==> src/rtl/blinky_pkg.sv <==
// Shared constants and elaboration-time helpers for the simulation-scaled blinker.
package blinky_pkg;

  localparam int unsigned DefaultClkFreqHz     = 200;
  localparam int unsigned DefaultBlinkPeriodMs = 1000;

  // Clocks per LED phase: half of (freq * period_ms / 1000).
  function automatic int unsigned half_cycles(input int unsigned freq, input int unsigned ms);
    return (freq * ms) / 2000;
  endfunction

  function automatic int unsigned cnt_width(input int unsigned n);
    return (n <= 1) ? 1 : $clog2(n);
  endfunction

endpackage

==> src/rtl/blinky_tick_gen.sv <==
// Free-running modulo-HalfCycles counter; tick_o marks the last count of each phase.
module blinky_tick_gen
  import blinky_pkg::*;
#(
  parameter int unsigned HalfCycles = 100
) (
  input  logic clk_i,
  input  logic rst_i,
  output logic tick_o
);

  localparam int unsigned CntW = cnt_width(HalfCycles);
  localparam logic [CntW-1:0] Last = CntW'(HalfCycles - 1);

  if (HalfCycles < 1) begin : g_bad_half
    $error("blinky_tick_gen: HalfCycles must be at least 1");
  end

  logic [CntW-1:0] cnt_q;

  always_ff @(posedge clk_i) begin
    if (rst_i) begin
      cnt_q <= '0;
    end else if (cnt_q == Last) begin
      cnt_q <= '0;
    end else begin
      cnt_q <= cnt_q + CntW'(1);
    end
  end

  // Gated by reset so the toggle flop never sees a tick on a reset edge.
  assign tick_o = !rst_i && (cnt_q == Last);

endmodule

==> src/rtl/blinky_sim_core.sv <==
// LED blinker top: tick generator plus a toggle flop giving a 50% duty square wave.
module blinky_sim_core
  import blinky_pkg::*;
#(
  parameter int unsigned ClkFreqHz     = DefaultClkFreqHz,
  parameter int unsigned BlinkPeriodMs = DefaultBlinkPeriodMs
) (
  input  logic clk_i,
  input  logic rst_i,
  output logic led_o
);

  localparam longint unsigned Product =
    longint'(ClkFreqHz) * longint'(BlinkPeriodMs);
  localparam int unsigned HalfCycles = half_cycles(ClkFreqHz, BlinkPeriodMs);

  if (Product > 64'h0000_0000_FFFF_FFFF) begin : g_bad_product
    $error("blinky_sim_core: ClkFreqHz*BlinkPeriodMs overflows 32 bits");
  end
  if (HalfCycles < 1) begin : g_bad_half
    $error("blinky_sim_core: derived HalfCycles is 0");
  end

  logic tick;
  logic led_q;

  blinky_tick_gen #(
    .HalfCycles(HalfCycles)
  ) u_tick_gen (
    .clk_i (clk_i),
    .rst_i (rst_i),
    .tick_o(tick)
  );

  always_ff @(posedge clk_i) begin
    if (rst_i) begin
      led_q <= 1'b0;
    end else if (tick) begin
      led_q <= ~led_q;
    end
  end

  assign led_o = led_q;

endmodule

==> config.mk <==
export PLATFORM = sky130hd
export DESIGN_NAME = blinky_sim_core
export DESIGN_NICKNAME = d
export VERILOG_FILES = /design/src/rtl/blinky_pkg.sv /design/src/rtl/blinky_tick_gen.sv /design/src/rtl/blinky_sim_core.sv
export SDC_FILE = /design/constraint.sdc
export NUM_CORES = 1
export LEC_CHECK = 0
export CORE_AREA = 2 2 39 41
export DETAILED_ROUTE_END_ITERATION = 12
export DIE_AREA = 0 0 41 43
export PLACE_DENSITY = 0.44
export SYNTH_ARGS = -nofsm -noshare
export SYNTH_HDL_FRONTEND = slang
export SYNTH_SLANG_ARGS = --single-unit
==> constraint.sdc <==
create_clock -name clk_i -period 1.4 [get_ports clk_i]
set_input_delay 0.28 -clock clk_i [delete_from_list [all_inputs] [get_ports clk_i]]
set_output_delay 0.28 -clock clk_i [all_outputs]
set_load 0.05 [all_outputs]
Yosys cells after proc, flatten, opt, wreduce, memory -nomap -nowiden --
Index checks and enable logic that the tools add are counted.
Word-level totals: flip-flop bits (word level) 8, input bits 2, output and inout port bits 1, logic and storage cells 8
Operators by class: add/sub/neg operators 1, eq/ne operators 1, bitwise logic cells 1, reductions and logical operators 3
Operators with widths (number):
- $add 7x1->7 const B | 1
- $eq 7x7->1 const B | 1
- $reduce_or 2->1 | 1
- $logic_and 1x1->1 | 1
- $logic_not 1->1 | 1
- $not 1->1 | 1

Depth between registers and ports, before layout --
Gate-level depths: netlist of the first run.
word-level depth 2, gate-level depth with buffers 4, gate-level depth less buffers 4

Modules after synthesis --
A second synthesis of the first run with hierarchy kept.
Unflattened totals: cells, all modules 35, area total of the unflattened synthesis 350.3 um^2
By module, submodules not included:
- blinky_tick_gen | instances 1, cells an instance 32, area each 317.8 um^2, sequential area each 140.1 um^2
- blinky_sim_core | instances 1, cells an instance 3, area each 32.5 um^2, sequential area each 20.0 um^2

Worst setup path after synthesis of the first run --
OpenSTA, ideal clock, no wires.
path type register -> register, from register u_tick_gen.cnt_q[0], to register led_q, in the netlist led_o, data arrival time 1.138 ns, required time 1.330 ns, slack 0.192 ns, cell stages (with the launch flop) 5, path buffers 0, path through dfxtp_1 > ha_1 > nand4bb_4 > or3_1 > a21oi_1
On the way: longest elaborated chain between the ends 2
Ends and longest elaborated chain:
- start, declared | line blinky_tick_gen.sv:19 | logic [CntW-1:0] cnt_q;
- start signal, assigned | line blinky_tick_gen.sv:27 | cnt_q <= cnt_q + CntW'(1);
- $eq 7x7->1 | line blinky_tick_gen.sv:32 | assign tick_o = !rst_i && (cnt_q == Last);
- $logic_and 1x1->1 | line blinky_tick_gen.sv:32
- end signal, assigned | line blinky_sim_core.sv:39 | led_q <= ~led_q;
- end, declared | line blinky_sim_core.sv:25 | logic led_q;
Every way passes these cells. A chain may end at the register's enable or synchronous reset.

Final worst setup path of the first run --
Ends and elaborated chain as after synthesis.

==> run_results.csv, run 1 <==
group,metric,value,unit
logic_synthesis,ys_warn_count,0,
logic_synthesis,synth_top_cell_area_share,45.71,%
clock_network,clkLatencyLatePin,0.25,ns
critical_path,cp_num_buf_inv,0,
die,die_width,41,um
critical_path,cp_data_arrival_time,1.44,ns
finish,syn_to_final_growth,25.71,%
critical_path,critPathLaunchType,"register",
finish,mostFrequentLayoutCell,"dfxtp_1",
critical_path,cp.depth,4,
logic_synthesis,seq_area_frac_synth,45.71,%
sta,rsz0062_at_grt,"false",
routing,dr.pass1.iters,1,
finish,final_cell_mix,"dfxtp_1 (8), nor2_1 (5), clkbuf_4 (3)",
die,die_h,43,um
critical_path,worst_path_dominant_cell_family,"simple AND/OR/NAND/NOR gates",
critical_path,reg2reg_depth,4,
power,peakVddDrop,0.0002891,V
die,fp-row-count,14,
global_route,antenna_found_initial,0,
routing,avgRoutedWirePerCell,9.741,um
finish,finalNetCount,47,
placement,post-dp-hpwl,428.4,um
logic_synthesis,syn_inst,35,
clock_network,cts_buffers,3,
finish,stdcell_count,58,
logic_synthesis,yosysUniqueCellTypes,18,
critical_path,endpoint_kind,"register",
run_status,status,"finished, final reports clean",
sta,fmaxAchievable,792.5,MHz
finish,drive_above_1_share,23.81,%
critical_path,worstPathMaxFanout,4,
critical_path,r2r-start,"u_tick_gen.cnt_q[0]$_SDFF_PP0_",
clock_network,cts_tree,"built",
critical_path,critical_path.cell_chain,"ha_2, nand4bb_4, or3_1, a21oi_1",
die,initial_utilization,25.32,%
die,dieArea,0.001763,mm2
clock_network,cts_setup_buffers,0,
clock_network,cts_max_level,1,
power,power.leakage,0.1495,nW
global_route,track_usage,8.560,%
sta,slew_viol_final,0,
routing,drt_iter0_drc,0,
sta,worstMarginPinSlew,0.2074,ns
sta,final-hold-violation-count,0,
worst_hold_path,holdPathStages,1,
global_route,grt_max_degree,7,
sta,relSlewSlack,86.03,%
sta,period_share,90.13,%
placement,port_buffers,2,
critical_path,rr_endpoint,"led_o$_SDFFE_PP0P_",
global_route,grt_pass1_vias,210,
power,power_density,1002,mW/mm2
clock_network,clk_path_buf_depth,2,
die,io_pins,3,
routing,routed_via_density,4.500,
sta,fin_worst_skew,0.001071,ns
placement,gp_congestion,0.6760,
critical_path,required,1.58,ns
routing,drc_errors,0,
critical_path,setup.worst_path.class,"reg -> reg",
clock_network,cts.repair.resized,0,
logic_synthesis,ys_ff_latch,8,
global_route,grt_pass1_wl,938,um
logic_synthesis,yosys.area.top_type,"dfxtp_1",
routing,vias,261,
critical_path,rrSetupSlack,0.14,ns
sta,period_minus_slack,1.262,ns
critical_path,max_stage_delay,0.35,ns
critical_path,slowest_stage,"dfxtp_1",
clock_network,clk_pin_slew_worst_paths,0.05,ns
worst_hold_path,holdPathEnd,"u_tick_gen.cnt_q[0]$_SDFF_PP0_",
clock_network,cts.sinks,8,
finish,n_antenna_cell,0,
logic_synthesis,synth_fp_nets,38,
clock_network,cts_hold_buf,0,
finish,utilization,31.83,%
logic_synthesis,synth.cell_area,350.3,um2
clock_network,clock-root-buffer,"clkbuf_4",
sta,finalSetupViolCount,0,
routing,postRouteAntennaNets,0,
logic_synthesis,yosys-top-cells-area,"dfxtp_1 (46%), nand4bb_4 (7.9%), nor2_1 (5.4%)",
die,coreArea,0.001384,mm2
worst_hold_path,worstHoldStart,"u_tick_gen.cnt_q[0]$_SDFF_PP0_",
sta,fin_tns_setup,0,ns
worst_hold_path,hold_class,"reg -> reg",
global_route,grt-ovfl-total,0,
placement,placedCellCount,55,
job,cap_viol_max_count,0,
routing,drt_wl_total,565,um
logic_synthesis,synth.avg_cell_area,10.01,um2
[area by class of cell]
type / count / area (um2)
Sequential cell: 8 / 160.2
Clock buffer: 3 / 22.52
Inverter: 1 / 3.754
Multi-Input combinational cell: 26 / 188.9
Tap cell: 16 / 20.02
Timing Repair Buffer: 4 / 45.04
Fill cell: 144 / 943.4
[per-stage QoR]
| stage | hold WS [ns] | instance area (um2) | power (mW) | setup WS, ns |
|---|---|---|---|---|
| 2_1_floorplan | 0.3491 | 350.3 | 0.2614 | 0.1921 |
| 3_3_place_gp | 0.4289 | 415.4 | 0.2727 | 0.1216 |
| 3_5_place_dp | 0.4402 | 415.4 | 0.2739 | 0.1032 |
| 4_1_cts | 0.4509 | 437.9 | 0.4532 | 0.08791 |
| 5_1_grt | 0.4843 | 440.4 | 0.4636 | 0.03607 |
| 6_report | 0.4563 | 440.4 | 0.4414 | 0.1381 |
[report_power, final]
part           switching (mW)  total (mW)  internal [mW]
clock network          0.0736       0.171         0.0978
logic                  0.0121      0.0282         0.0161
registers             0.00642       0.242          0.235
total                  0.0922       0.441          0.349
[per-layer routing]
| layer | track usage (%) | part of all wire [%] | vias to the layer above |
|---|---|---|---|
| met5 | 0 | 0 | - |
| met4 | 10.00 | 0.71 | 0 |
| met3 | 3.141 | 4.6 | 2 |
| met2 | 8.438 | 46 | 3 |
| met1 | 12.01 | 48 | 119 |
| li1 | - | - | 137 |
[logic make-up after synthesis]
| kind of cell | after synthesis | share of synthesized area (%) |
|---|---|---|
| mux | 1 | 2.857 |
| buf+inv | 1 | 1.070 |
| fa+ha+maj | 1 | 3.571 |
| simple gates | 15 | 28.93 |
| xor+xnor | 3 | 7.501 |
| compound gates | 6 | 10.36 |
| flops | 8 | 45.71 |
[flip-flops by register name, summed over array words and instances, names as in the netlist]
| signal | cells |
|---|---|
| u_tick_gen.cnt_q | 7 |
| led_o | 1 |
[synth_stat cells]
library cell,count
or3_1,2
o21ai_0,2
dfxtp_1,8
ha_1,1
nand2_1,2
inv_1,1
nand4_1,1
nand4bb_4,1
nor3_1,1
a21oi_1,2
nand3_1,2
xor2_1,2
o21bai_1,1
nor2_1,5
nand2b_4,1
a21oi_2,1
mux2i_1,1
xnor2_1,1
[worst max path at each step]
| stage | start | endpoint | slack [ns] |
|---|---|---|---|
| 2_1_floorplan | u_tick_gen.cnt_q[0]$_SDFF_PP0_ | led_o$_SDFFE_PP0P_ | 0.19 |
| 3_3_place_gp | u_tick_gen.cnt_q[0]$_SDFF_PP0_ | led_o$_SDFFE_PP0P_ | 0.12 |
| 3_5_place_dp | u_tick_gen.cnt_q[0]$_SDFF_PP0_ | led_o$_SDFFE_PP0P_ | 0.10 |
| 4_1_cts | u_tick_gen.cnt_q[0]$_SDFF_PP0_ | led_o$_SDFFE_PP0P_ | 0.09 |
| 5_1_grt | u_tick_gen.cnt_q[0]$_SDFF_PP0_ | led_o$_SDFFE_PP0P_ | 0.04 |
| 6_report | u_tick_gen.cnt_q[0]$_SDFF_PP0_ | led_o$_SDFFE_PP0P_ | 0.14 |
Note: power is estimated with default switching activity, not from simulation.
==> inputs of run 2 (changes only) <==
--- a/config.mk
+++ b/config.mk
@@ -5,10 +5,12 @@
 export SDC_FILE = /design/constraint.sdc
 export NUM_CORES = 1
 export LEC_CHECK = 0
+export ABC_AREA = 1
 export CORE_AREA = 2 2 39 41
 export DETAILED_ROUTE_END_ITERATION = 12
 export DIE_AREA = 0 0 41 43
-export PLACE_DENSITY = 0.44
+export GPL_TIMING_DRIVEN = 0
+export PLACE_DENSITY = 0.45
 export SYNTH_ARGS = -nofsm -noshare
 export SYNTH_HDL_FRONTEND = slang
 export SYNTH_SLANG_ARGS = --single-unit
==> constraint.sdc (replaced) <==
create_clock -name clk_i -period 1.4 [get_ports clk_i]
set_input_delay 0.28 -clock clk_i [delete_from_list [all_inputs] [get_ports clk_i]]
set_output_delay 0.28 -clock clk_i [all_outputs]
set_load 0.01 [all_outputs]
==> run_results.csv, run 2 <==
group,metric,value,unit
run_status,status,"finished, final reports clean",
routing,wl_met2,257,um
power,sw_frac_of_total,22.18,%
routing,drc_errors,0,
global_route,grt_max_degree,8,
clock_network,cts_buffers,3,
clock_network,clk_pin_slew_worst_paths,0.06,ns
routing,avgRoutedWirePerCell,8.145,um
finish,final_cell_mix,"nor2_1 (10), nand2_1 (10), dfxtp_1 (8), inv_1 (7), clkbuf_4 (3)",
logic_synthesis,synth.cell_area,366.6,um2
routing,postRouteAntennaNets,0,
die,die_h,43,um
routing,drt_wl_total,562,um
logic_synthesis,yosys.area.top_type,"dfxtp_1",
sta,period_share,80.68,%
die,io_pins,3,
sta,fmaxAchievable,885.4,MHz
finish,multi_input_area,180.2,um2
critical_path,setup.worst_path.class,"reg -> out",
global_route,track_usage,9.183,%
logic_synthesis,yosys-top-cells-area,"dfxtp_1 (44%), nand2_1 (10%), nor2_1 (10%)",
logic_synthesis,synth_flop_cell,"dfxtp_1",
finish,seqCellArea,160.2,um2
job,cap_viol_max_count,0,
logic_synthesis,synthArstFlopShare,0,%
finish,finalNetCount,58,
placement,post-dp-hpwl,427.9,um
sta,relSlewSlack,87.36,%
clock_network,cts.sinks,8,
placement,placedCellCount,66,
die,coreArea,0.001384,mm2
critical_path,crit_end,"led_o",
routing,vias,281,
critical_path,max_stage_delay,0.33,ns
critical_path,critical_path.cell_chain,"dlygate4sd2_1",
clock_network,clk_path_buf_depth,2,
critical_path,worst_path_dominant_cell_family,"flip-flops",
logic_synthesis,yosysUniqueCellTypes,16,
logic_synthesis,synth_edf_count,0,
critical_path,cp_data_arrival_time,0.85,ns
sta,fin_worst_skew,0.01355,ns
clock_network,cts_max_level,1,
placement,port_buffers,2,
global_route,antenna_found_initial,0,
sta,worstMarginPinSlew,0.1894,ns
routing,dr_wl_met3,42,um
critical_path,r2r-start,"u_tick_gen.cnt_q[0]$_SDFF_PP0_",
worst_hold_path,hold_class,"reg -> reg",
global_route,grt_pass1_vias,254,
logic_synthesis,ys_warn_count,0,
critical_path,cp.depth,1,
die,die_width,41,um
clock_network,cts_setup_buffers,0,
routing,drt_iter0_drc,1,
critical_path,slowest_stage,"dfxtp_1",
critical_path,critPathLaunchType,"register",
clock_network,cts_tree,"built",
global_route,grt_pass1_wl,1007,um
sta,rsz0062_at_grt,"false",
finish,largest_register_ffs,7,
finish,largest_register,"u_tick_gen.cnt_q",
die,fp-row-count,14,
power,peakVddDrop,0.0005077,V
routing,routed_via_density,4.072,
critical_path,worstPathMaxFanout,2,
finish,n_antenna_cell,0,
routing,drt-met1-wl,263,um
critical_path,reg2reg_depth,6,
clock_network,clock-root-buffer,"clkbuf_4",
critical_path,rr_endpoint,"u_tick_gen.cnt_q[5]$_SDFF_PP0_",
sta,finalSetupViolCount,0,
logic_synthesis,synth_fp_nets,51,
logic_synthesis,ys_ff_latch,8,
power,power.leakage,0.1750,nW
finish,stdcell_count,69,
critical_path,rrSetupSlack,0.33,ns
power,combinationalPowerShare,4.9,%
clock_network,cts_hold_buf,0,
clock_network,clkLatencyLatePin,0.26,ns
power,p_seq_share,54.4,%
placement,gp_congestion,0.7046,
logic_synthesis,seq_area_frac_synth,43.69,%
global_route,grt-ovfl-total,0,
critical_path,cp_num_buf_inv,1,
logic_synthesis,synth.top_cells.by_count,"nand2_1 (10), nor2_1 (10), dfxtp_1 (8), inv_1 (7), nand3_2 (2)",
logic_synthesis,synth.avg_cell_area,7.638,um2
finish,drive_above_1_share,16.98,%
routing,dr.pass1.iters,4,
power,fin_total_pwr,0.4423,mW
critical_path,critPathLaunch,"led_o$_SDFFE_PP0P_",
power,p_clk_share,40.6,%
logic_synthesis,synth_top_cell_area_share,43.69,%
die,dieArea,0.001763,mm2
finish,nFillCells,153,
power,power_density,1034,mW/mm2
logic_synthesis,syn_inst,48,
sta,slew_viol_final,0,
sta,period_minus_slack,1.129,ns
power,power.internal,0.3442,mW
critical_path,endpoint_kind,"output pin",
sta,final-hold-violation-count,0,
routing,dr.max_layer_used,"met3",
power,p_sw,0.09809,mW
die,initial_utilization,26.49,%
sta,fin_tns_setup,0,ns
critical_path,required,1.12,ns
finish,syn_to_final_growth,16.72,%
run 2: cell type report:
cell class	count	area share [%]
clock buffers	3	5.263
flip-flops and latches	8	37.43
well taps	16	4.678
multi-input cells	33	42.11
inverters	7	6.140
repair buffers	2	4.386
run 2: power by group through the flow:
stage / combinational, mW / sequential [mW] / clock, mW
after floorplan: 0.0168 / 0.245 / 0
after global placement: 0.0221 / 0.246 / 0
after detailed placement: 0.0226 / 0.246 / 0
after CTS: 0.0228 / 0.241 / 0.189
after global routing: 0.0255 / 0.242 / 0.195
final: 0.0219 / 0.241 / 0.180
run 2: logic make-up (layout without fill, tap and decap cells):
logic type                 Yosys count  count (layout)  synth area share (%)
DFF                                  8               8                 43.69
adders and majority gates            1               1                 3.412
xor gates and xnor gates             2               2                 4.779
buffers and inverters                7              12                 7.169
AOI/OAI and AO/OA                    3               3                 5.117
and+or+nand+nor                     27              27                 35.84
run 2: timing repair:
item	4_1_cts	5_1_grt
setup endpoints to repair	1	0
hold endpoints to repair	0	0
gates resized for setup	1	0
run 2: worst min-delay path by stage:
stage                                   start  depth (start not counted)                             end  slack [ns]
2_1_floorplan  u_tick_gen.cnt_q[0]$_SDFF_PP0_                          1  u_tick_gen.cnt_q[0]$_SDFF_PP0_        0.42
3_3_place_gp   u_tick_gen.cnt_q[0]$_SDFF_PP0_                          1  u_tick_gen.cnt_q[0]$_SDFF_PP0_        0.43
3_5_place_dp   u_tick_gen.cnt_q[0]$_SDFF_PP0_                          1  u_tick_gen.cnt_q[0]$_SDFF_PP0_        0.45
4_1_cts        u_tick_gen.cnt_q[0]$_SDFF_PP0_                          1  u_tick_gen.cnt_q[0]$_SDFF_PP0_        0.45
5_1_grt        u_tick_gen.cnt_q[0]$_SDFF_PP0_                          1  u_tick_gen.cnt_q[0]$_SDFF_PP0_        0.47
6_report       u_tick_gen.cnt_q[0]$_SDFF_PP0_                          1  u_tick_gen.cnt_q[0]$_SDFF_PP0_        0.45
run 2: routing by layer:
metal	track usage (%)	vias up
li1	-	155
met1	10.78	122
met2	11.56	4
met3	7.853	0
met5	0	-
met4	4.000	0
run 2: metrics by stage:
step,util [%],hold slack [ns],worst slack (ns),cell area [um2]
6_report,30.92,0.4462,0.2705,427.9
5_1_grt,30.92,0.4715,0.2185,427.9
2_1_floorplan,-,0.4175,0.4103,366.6
4_1_cts,30.92,0.4533,0.2610,427.9
3_3_place_gp,29.39,0.4348,0.2761,406.6
3_5_place_dp,29.39,0.4454,0.2783,406.6
==> inputs of run 3 (changes only) <==
--- a/config.mk
+++ b/config.mk
@@ -10,7 +10,7 @@
 export DETAILED_ROUTE_END_ITERATION = 12
 export DIE_AREA = 0 0 41 43
 export GPL_TIMING_DRIVEN = 0
-export PLACE_DENSITY = 0.45
+export PLACE_DENSITY = 0.46
 export SYNTH_ARGS = -nofsm -noshare
 export SYNTH_HDL_FRONTEND = slang
 export SYNTH_SLANG_ARGS = --single-unit
==> constraint.sdc (replaced) <==
create_clock -name clk_i -period 1.03 [get_ports clk_i]
set_input_delay 0.206 -clock clk_i [delete_from_list [all_inputs] [get_ports clk_i]]
set_output_delay 0.206 -clock clk_i [all_outputs]
set_load 0.01 [all_outputs]
==> run_results.csv, run 3 (same netlist as run 2, synthesis figures left out) <==
group,metric,value,unit
sta,finalSetupViolCount,0,
sta,period_share,92.85,%
routing,drt_wl_total,580,um
finish,utilization,33.18,%
clock_network,clk_path_buf_depth,2,
sta,slew_viol_final,0,
clock_network,cts_tree,"built",
sta,worstMarginPinSlew,0.1922,ns
power,peakVddDrop,0.0007416,V
clock_network,cts_hold_buf,0,
global_route,track_usage,9.384,%
finish,finalNetCount,59,
critical_path,setup.worst_path.class,"reg -> reg",
critical_path,endpoint_kind,"register",
routing,drc_errors,0,
run_status,status,"finished, final reports clean",
finish,largest_register_ffs,7,
clock_network,clkLatencyLatePin,0.25,ns
die,dieArea,0.001763,mm2
die,fp-row-count,14,
die,coreArea,0.001384,mm2
critical_path,worstPathMaxFanout,7,
sta,rsz0062_at_grt,"true",
placement,placed_area,406.6,um2
routing,dr.pass1.iters,1,
global_route,grt_max_degree,8,
worst_hold_path,hold_class,"reg -> reg",
clock_network,cts.sinks,8,
global_route,met3_usage,7.853,%
global_route,antenna_found_initial,0,
sta,fmaxAchievable,1046,MHz
finish,n_antenna_cell,0,
critical_path,required,1.17,ns
die,die_h,43,um
finish,seqCellArea,165.2,um2
die,die_width,41,um
placement,placedCellCount,66,
routing,drt_iter0_drc,0,
routing,postRouteAntennaNets,0,
placement,gp_congestion,0.7002,
sta,finalHoldWorstSlack,0.4423,ns
placement,port_buffers,2,
clock_network,clock-root-buffer,"clkbuf_4",
power,power_density,1318,mW/mm2
critical_path,cp_data_arrival_time,1.09,ns
die,io_pins,3,
routing,vias,280,
clock_network,cts_buffers,3,
sta,fin_worst_skew,0.005825,ns
global_route,grt-ovfl-total,0,
die,initial_utilization,26.49,%
job,cap_viol_max_count,0,
placement,post-dp-hpwl,434.4,um
global_route,grt_pass1_wl,1069,um
global_route,grt_pass1_vias,269,
power,power.leakage,0.1716,nW
finish,syn_to_final_growth,25.26,%
sta,relSlewSlack,87.14,%
finish,drive_above_1_share,35.19,%
finish,nFillCells,154,
sta,final-hold-violation-count,0,
finish,largest_register,"u_tick_gen.cnt_q",
routing,routed_via_density,4.000,
sta,period_minus_slack,0.9563,ns
global_route,gr-usage-met1,12.42,%
routing,avgRoutedWirePerCell,8.286,um
global_route,grt_busiest_layer,"met1",
finish,final_area,459.2,um2
finish,stdcell_count,70,
finish,mostFrequentLayoutCell,"nand2_1",
global_route,grtUsageMet2,11.56,%
finish,final_cell_mix,"nand2_1 (10), nor2_1 (9), inv_1 (5), dfxtp_1 (4), dfxtp_2 (4)",
critical_path,critPathLaunchType,"register",
clock_network,clk_pin_slew_worst_paths,0.05,ns
finish,multi_input_area,202.7,um2
clock_network,cts_max_level,1,
[run 3: changes by cell type in the layout (fill, tap and decap cells not counted)]
cell           change
buf_4              +1
clkbuf_2           +1
dfxtp_1            -4
dfxtp_2            +4
dlygate4sd2_1      -1
ha_1               -1
ha_4               +1
inv_1              -2
inv_2              +2
nand3_2            -1
nand3_4            +1
nor2_1             -1
nor2_2             +1
[run 3: what timing repair did]
action | 4_1_cts | 5_1_grt
resized for setup | 6 | 7
buffers inserted | 1 | 0
pin swaps | 2 | 1
setup endpoints to repair | 9 | 9
[run 3: path summary, 6_finish.rpt]
kind                                   from                        endpoint  slack (ns)  cells past startpoint
max          u_tick_gen.cnt_q[0]$_SDFF_PP0_  u_tick_gen.cnt_q[0]$_SDFF_PP0_        0.07                      6
min          u_tick_gen.cnt_q[0]$_SDFF_PP0_  u_tick_gen.cnt_q[0]$_SDFF_PP0_        0.44                      1
max reg2reg  u_tick_gen.cnt_q[0]$_SDFF_PP0_  u_tick_gen.cnt_q[0]$_SDFF_PP0_        0.07                      6
min reg2reg  u_tick_gen.cnt_q[0]$_SDFF_PP0_  u_tick_gen.cnt_q[0]$_SDFF_PP0_        0.44                      1
[run 3: where the power goes]
group / switching, mW / internal, mW
combinational: 0.0162 / 0.0197
sequential: 0.0116 / 0.322
clock: 0.103 / 0.133
[run 3: cell type report]
type	count	area share [%]
inverter	7	5.722
multi-input combinational	33	44.14
clock buffer	3	4.905
tap	16	4.360
sequential	8	35.97
timing repair buffer	3	4.905
[run 3: per-stage QoR]
step / TNS, ns / total power, mW / setup slack (ns)
detailed placement: -0.3962 / 0.3642 / -0.05731
floorplan: 0 / 0.3552 / 0.04029
finish: 0 / 0.6052 / 0.07369
global placement: -0.3365 / 0.3636 / -0.04977
CTS: 0 / 0.6188 / 0.002982
global route: -0.001479 / 0.6460 / -0.001479
[run 3: worst max-delay path, stage by stage, from the launching register on]
cell	delay (ns)
dfxtp_2	0.35
ha_4	0.14
nand2_1	0.05
inv_2	0.06
nand3_4	0.08
nand2_4	0.11
nor2_1	0.05
[run 3: per-layer routing]
layer / part of all wire (%) / vias to the layer above
li1: - / 159
met1: 51 / 118
met2: 45 / 3
met3: 4.5 / 0
met4: 0 / 0
met5: 0 / -
==> patch 1 (flow settings as in run 1) <==
`DefaultBlinkPeriodMs`: 1000 -> 2000.
--- a/src/rtl/blinky_pkg.sv
+++ b/src/rtl/blinky_pkg.sv
@@ -3,5 +3,5 @@
 
   localparam int unsigned DefaultClkFreqHz     = 200;
-  localparam int unsigned DefaultBlinkPeriodMs = 1000;
+  localparam int unsigned DefaultBlinkPeriodMs = 2000;
 
   // Clocks per LED phase: half of (freq * period_ms / 1000).
Check against the original RTL: no difference found for any inputs over 10 cycles, from zero or initial values and one cycle with rst_i high; that may be too few to reach the edited logic, so the function may still have changed.
==> patch 1 against run 1 <==
Synthesized cell count up 14%. Count of clock-buffer cells in the layout grew 1. Clock skew is 1.9 ps higher. Final area grew 2.3%. Global-route usage increased by 1.0 points. Total power grew 13%. Worst setup slack worse by 48 ps. Non-clock buffer count shrank 1. Largest cell class is now sequential cells. Sequential cell count increased by 1. Critical path type unchanged. Area after synthesis up 2.9%. Clock power grew 19%. Wire length grew 16%. Maximum frequency decreased by 3.7%. Highest routed layer unchanged. Sequential share of layout area grew 3.6 points. Largest power group unchanged.
==> patch 1: results (changes against run 1) <==
Pin count of the biggest net entering global routing - 6 (-1)
Multiplexer area fraction after synthesis - 0% (-2.9 points)
Metal-1 WL - 283 µm (+3.3%)
Pre-CTS WS - 100.7 ps (-2.492 ps)
Synth Area in Compound Gates - 13.19% (+2.8 points)
Post-synthesis cell type count - 14 (-4)
Synth Area in XOR/XNOR - 7.292% (-0.21 points)
First-pass iteration count of the detailed router - 3 (+2)
Routed met2 length - 303 µm (+16%)
Reg2reg end - u_tick_gen.cnt_q[6]$_SDFF_PP0_
Vias in the first global route - 267 (+27%)
Fraction of layout cells with a size suffix above 1 - 17.02% (-6.8 points)
Detail Placement HPWL - 488 µm (+14%)
Initial DRC count - 4 (+4)
GRT Total Usage - 9.586% (+1.0 points)
Final WS setup - 89.95 ps (-48.17 ps)
Top post-synthesis cells by count - dfxtp_1, nor2_1, a21oi_1, o21ai_0, or3_1
Max transition margin - 85.25% (-0.78 points)
Sequential area share after synthesis - 50.00% (+4.3 points)
Adder-cell area share of the yosys netlist - 3.472% (-0.099 points)
Static leakage - 0.0001545 µW (+3.4%)
Global-route wire length before repair - 986 µm (+5.1%)
Final net count - 51 (+8.5%)
Crit path DAT - 1500 ps (+60 ps)
Synth top area cells - dfxtp_1, or3_1, a21oi_1
Outcome - finished, final reports clean
Clock Skews - 2.951 ps (+1.881 ps)
VDD IR max - 0.0004431 V (+53%)
WL/cell - 10.41 µm (+6.9%)
## patch 1: timing repair
item | in CTS | in global routing
setup buffers | 0 | 0
setup endpoints to repair | 0 | 3
resized for setup | 0 | 2
hold endpoints to repair | 0 | 0
## patch 1: cell type report
class	instances	area, µm²
clock buffers	4	26.28
repair buffers	3	37.54
multi-input cells	29	178.9
fillers	147	933.4
inverters	2	7.507
well taps	16	20.02
flip-flops and latches	9	180.2
## patch 1: critical path: stages (launching register included)
cell and delay [ps]:
dfxtp_1 370, ha_2 220, nand3_1 140, or3_1 340
a21oi_1 160
## patch 1: stage by stage
stage               cells  instance area (µm²)  power, µW  util, %
finish                 63                450.4      497.6    32.55
global route           63                450.4      518.0    32.55
CTS                    63                444.2      505.3    32.10
detailed placement     59                417.9      299.4    30.20
global placement       59                417.9      298.3    30.20
floorplan              40                360.3      288.6        -
## patch 1: report_power, final
group          internal (µW)  total, µW  switching [µW]
Combinational           13.3       24.1            10.8
Clock                    110        203            92.8
Sequential               263        271            7.31
==> patch 2 (settings of run 1) <==
Made on the original files. Reset style: asynchronous (`rst_i`), changed in 2 clocked blocks.
--- a/src/rtl/blinky_tick_gen.sv
+++ b/src/rtl/blinky_tick_gen.sv
@@ -19,5 +19,5 @@
   logic [CntW-1:0] cnt_q;
 
-  always_ff @(posedge clk_i) begin
+  always_ff @(posedge clk_i or posedge rst_i) begin
     if (rst_i) begin
       cnt_q <= '0;
--- a/src/rtl/blinky_sim_core.sv
+++ b/src/rtl/blinky_sim_core.sv
@@ -33,5 +33,5 @@
   );
 
-  always_ff @(posedge clk_i) begin
+  always_ff @(posedge clk_i or posedge rst_i) begin
     if (rst_i) begin
       led_q <= 1'b0;
Check against the original RTL: same outputs for any inputs over 10 cycles, from zero or initial values and one cycle with rst_i high; that may be too few to reach the edited logic, so the function may still have changed.
==> patch 2 against run 1 <==
Combinational power down 28%. Hold slack worse by 130 ps. Total power down 2.8%. Wire length down 2.5%. Area after synthesis rose by 2.1%. Critical path depth down 1. Final area decreased by 2.3%. Synthesized cell count is 8.6% lower. Sequential cell count is the same. Utilization fell by 0.72 points. Worst setup slack worse by 21 ps. Sequential power is 3% lower.
==> patch 2: results (changes against run 1) <==
Outcome - finished, final reports clean
Global-route wire length before repair - 979 µm (+4.4%)
Fraction of layout cells with a size suffix above 1 - 18.92% (-4.9 points)
Detail Placement HPWL - 421.4 µm (-1.6%)
Worst path max stage delay - 420 ps (+70 ps)
Crit path DAT - 1410 ps (-30 ps)
Adder-cell area share of the yosys netlist - 3.497% (-0.075 points)
Gate Count Post-Synth - 32 (-8.6%)
Top Metal Used - met3
Sw Ratio - 20.81% (-0.077 points)
Routed met2 length - 254 µm (-2.7%)
Multiplexer area fraction after synthesis - 0% (-2.9 points)
Routed WL - 551 µm (-2.5%)
Initial DRC count - 3 (+3)
Primary FF master, synth - dfrtp_1
Async SR Flop Fraction - 100.0% (+100 points)
VDD IR max - 0.0003367 V (+16%)
Synth Area in XOR/XNOR - 9.790% (+2.3 points)
Via count - 239 (-8.4%)
First-pass iteration count of the detailed router - 2 (+1)
Multi-input combinational area share - 35.76% (-7.1 points)
Critical path peak fanout - 5 (+1)
Fraction of area in registers - 46.51% (+10 points)
Flop-to-flop setup slack - 120 ps (-20 ps)
Clock Skews - 4.831 ps (+3.761 ps)
Clock-cell share - 5.233% (+0.12 points)
Pin count of the biggest net entering global routing - 9 (+2)
Top post-synthesis cells by count - dfrtp_1, nand2_1, nand3_1, nor2_1, xnor2_1
Metal-1 WL - 273 µm (-0.36%)
Placed cell area - 407.9 µm² (-1.8%)
Cell-internal power - 339.7 µW (-2.7%)
==> patch 2: cell types whose count changed after synthesis, moves of 2 or more <==
cell,run 1,this run
dfrtp_1,0,8
nor2_1,5,3
xnor2_1,1,3
dfxtp_1,8,0
==> patch 2: final timing paths <==
check                                                    from                             to  depth (start not counted)
worst min-delay path                                    rst_i  u_tick_gen.cnt_q[6]$_DFF_PP0_                          2
max in group asynchronous                               rst_i  u_tick_gen.cnt_q[2]$_DFF_PP0_                          2
min in group clk_i              u_tick_gen.cnt_q[0]$_DFF_PP0_  u_tick_gen.cnt_q[0]$_DFF_PP0_                          1
worst max-delay path            u_tick_gen.cnt_q[2]$_DFF_PP0_  u_tick_gen.cnt_q[2]$_DFF_PP0_                          3
worst max register to register  u_tick_gen.cnt_q[2]$_DFF_PP0_  u_tick_gen.cnt_q[2]$_DFF_PP0_                          3
worst min register to register  u_tick_gen.cnt_q[0]$_DFF_PP0_  u_tick_gen.cnt_q[0]$_DFF_PP0_                          1
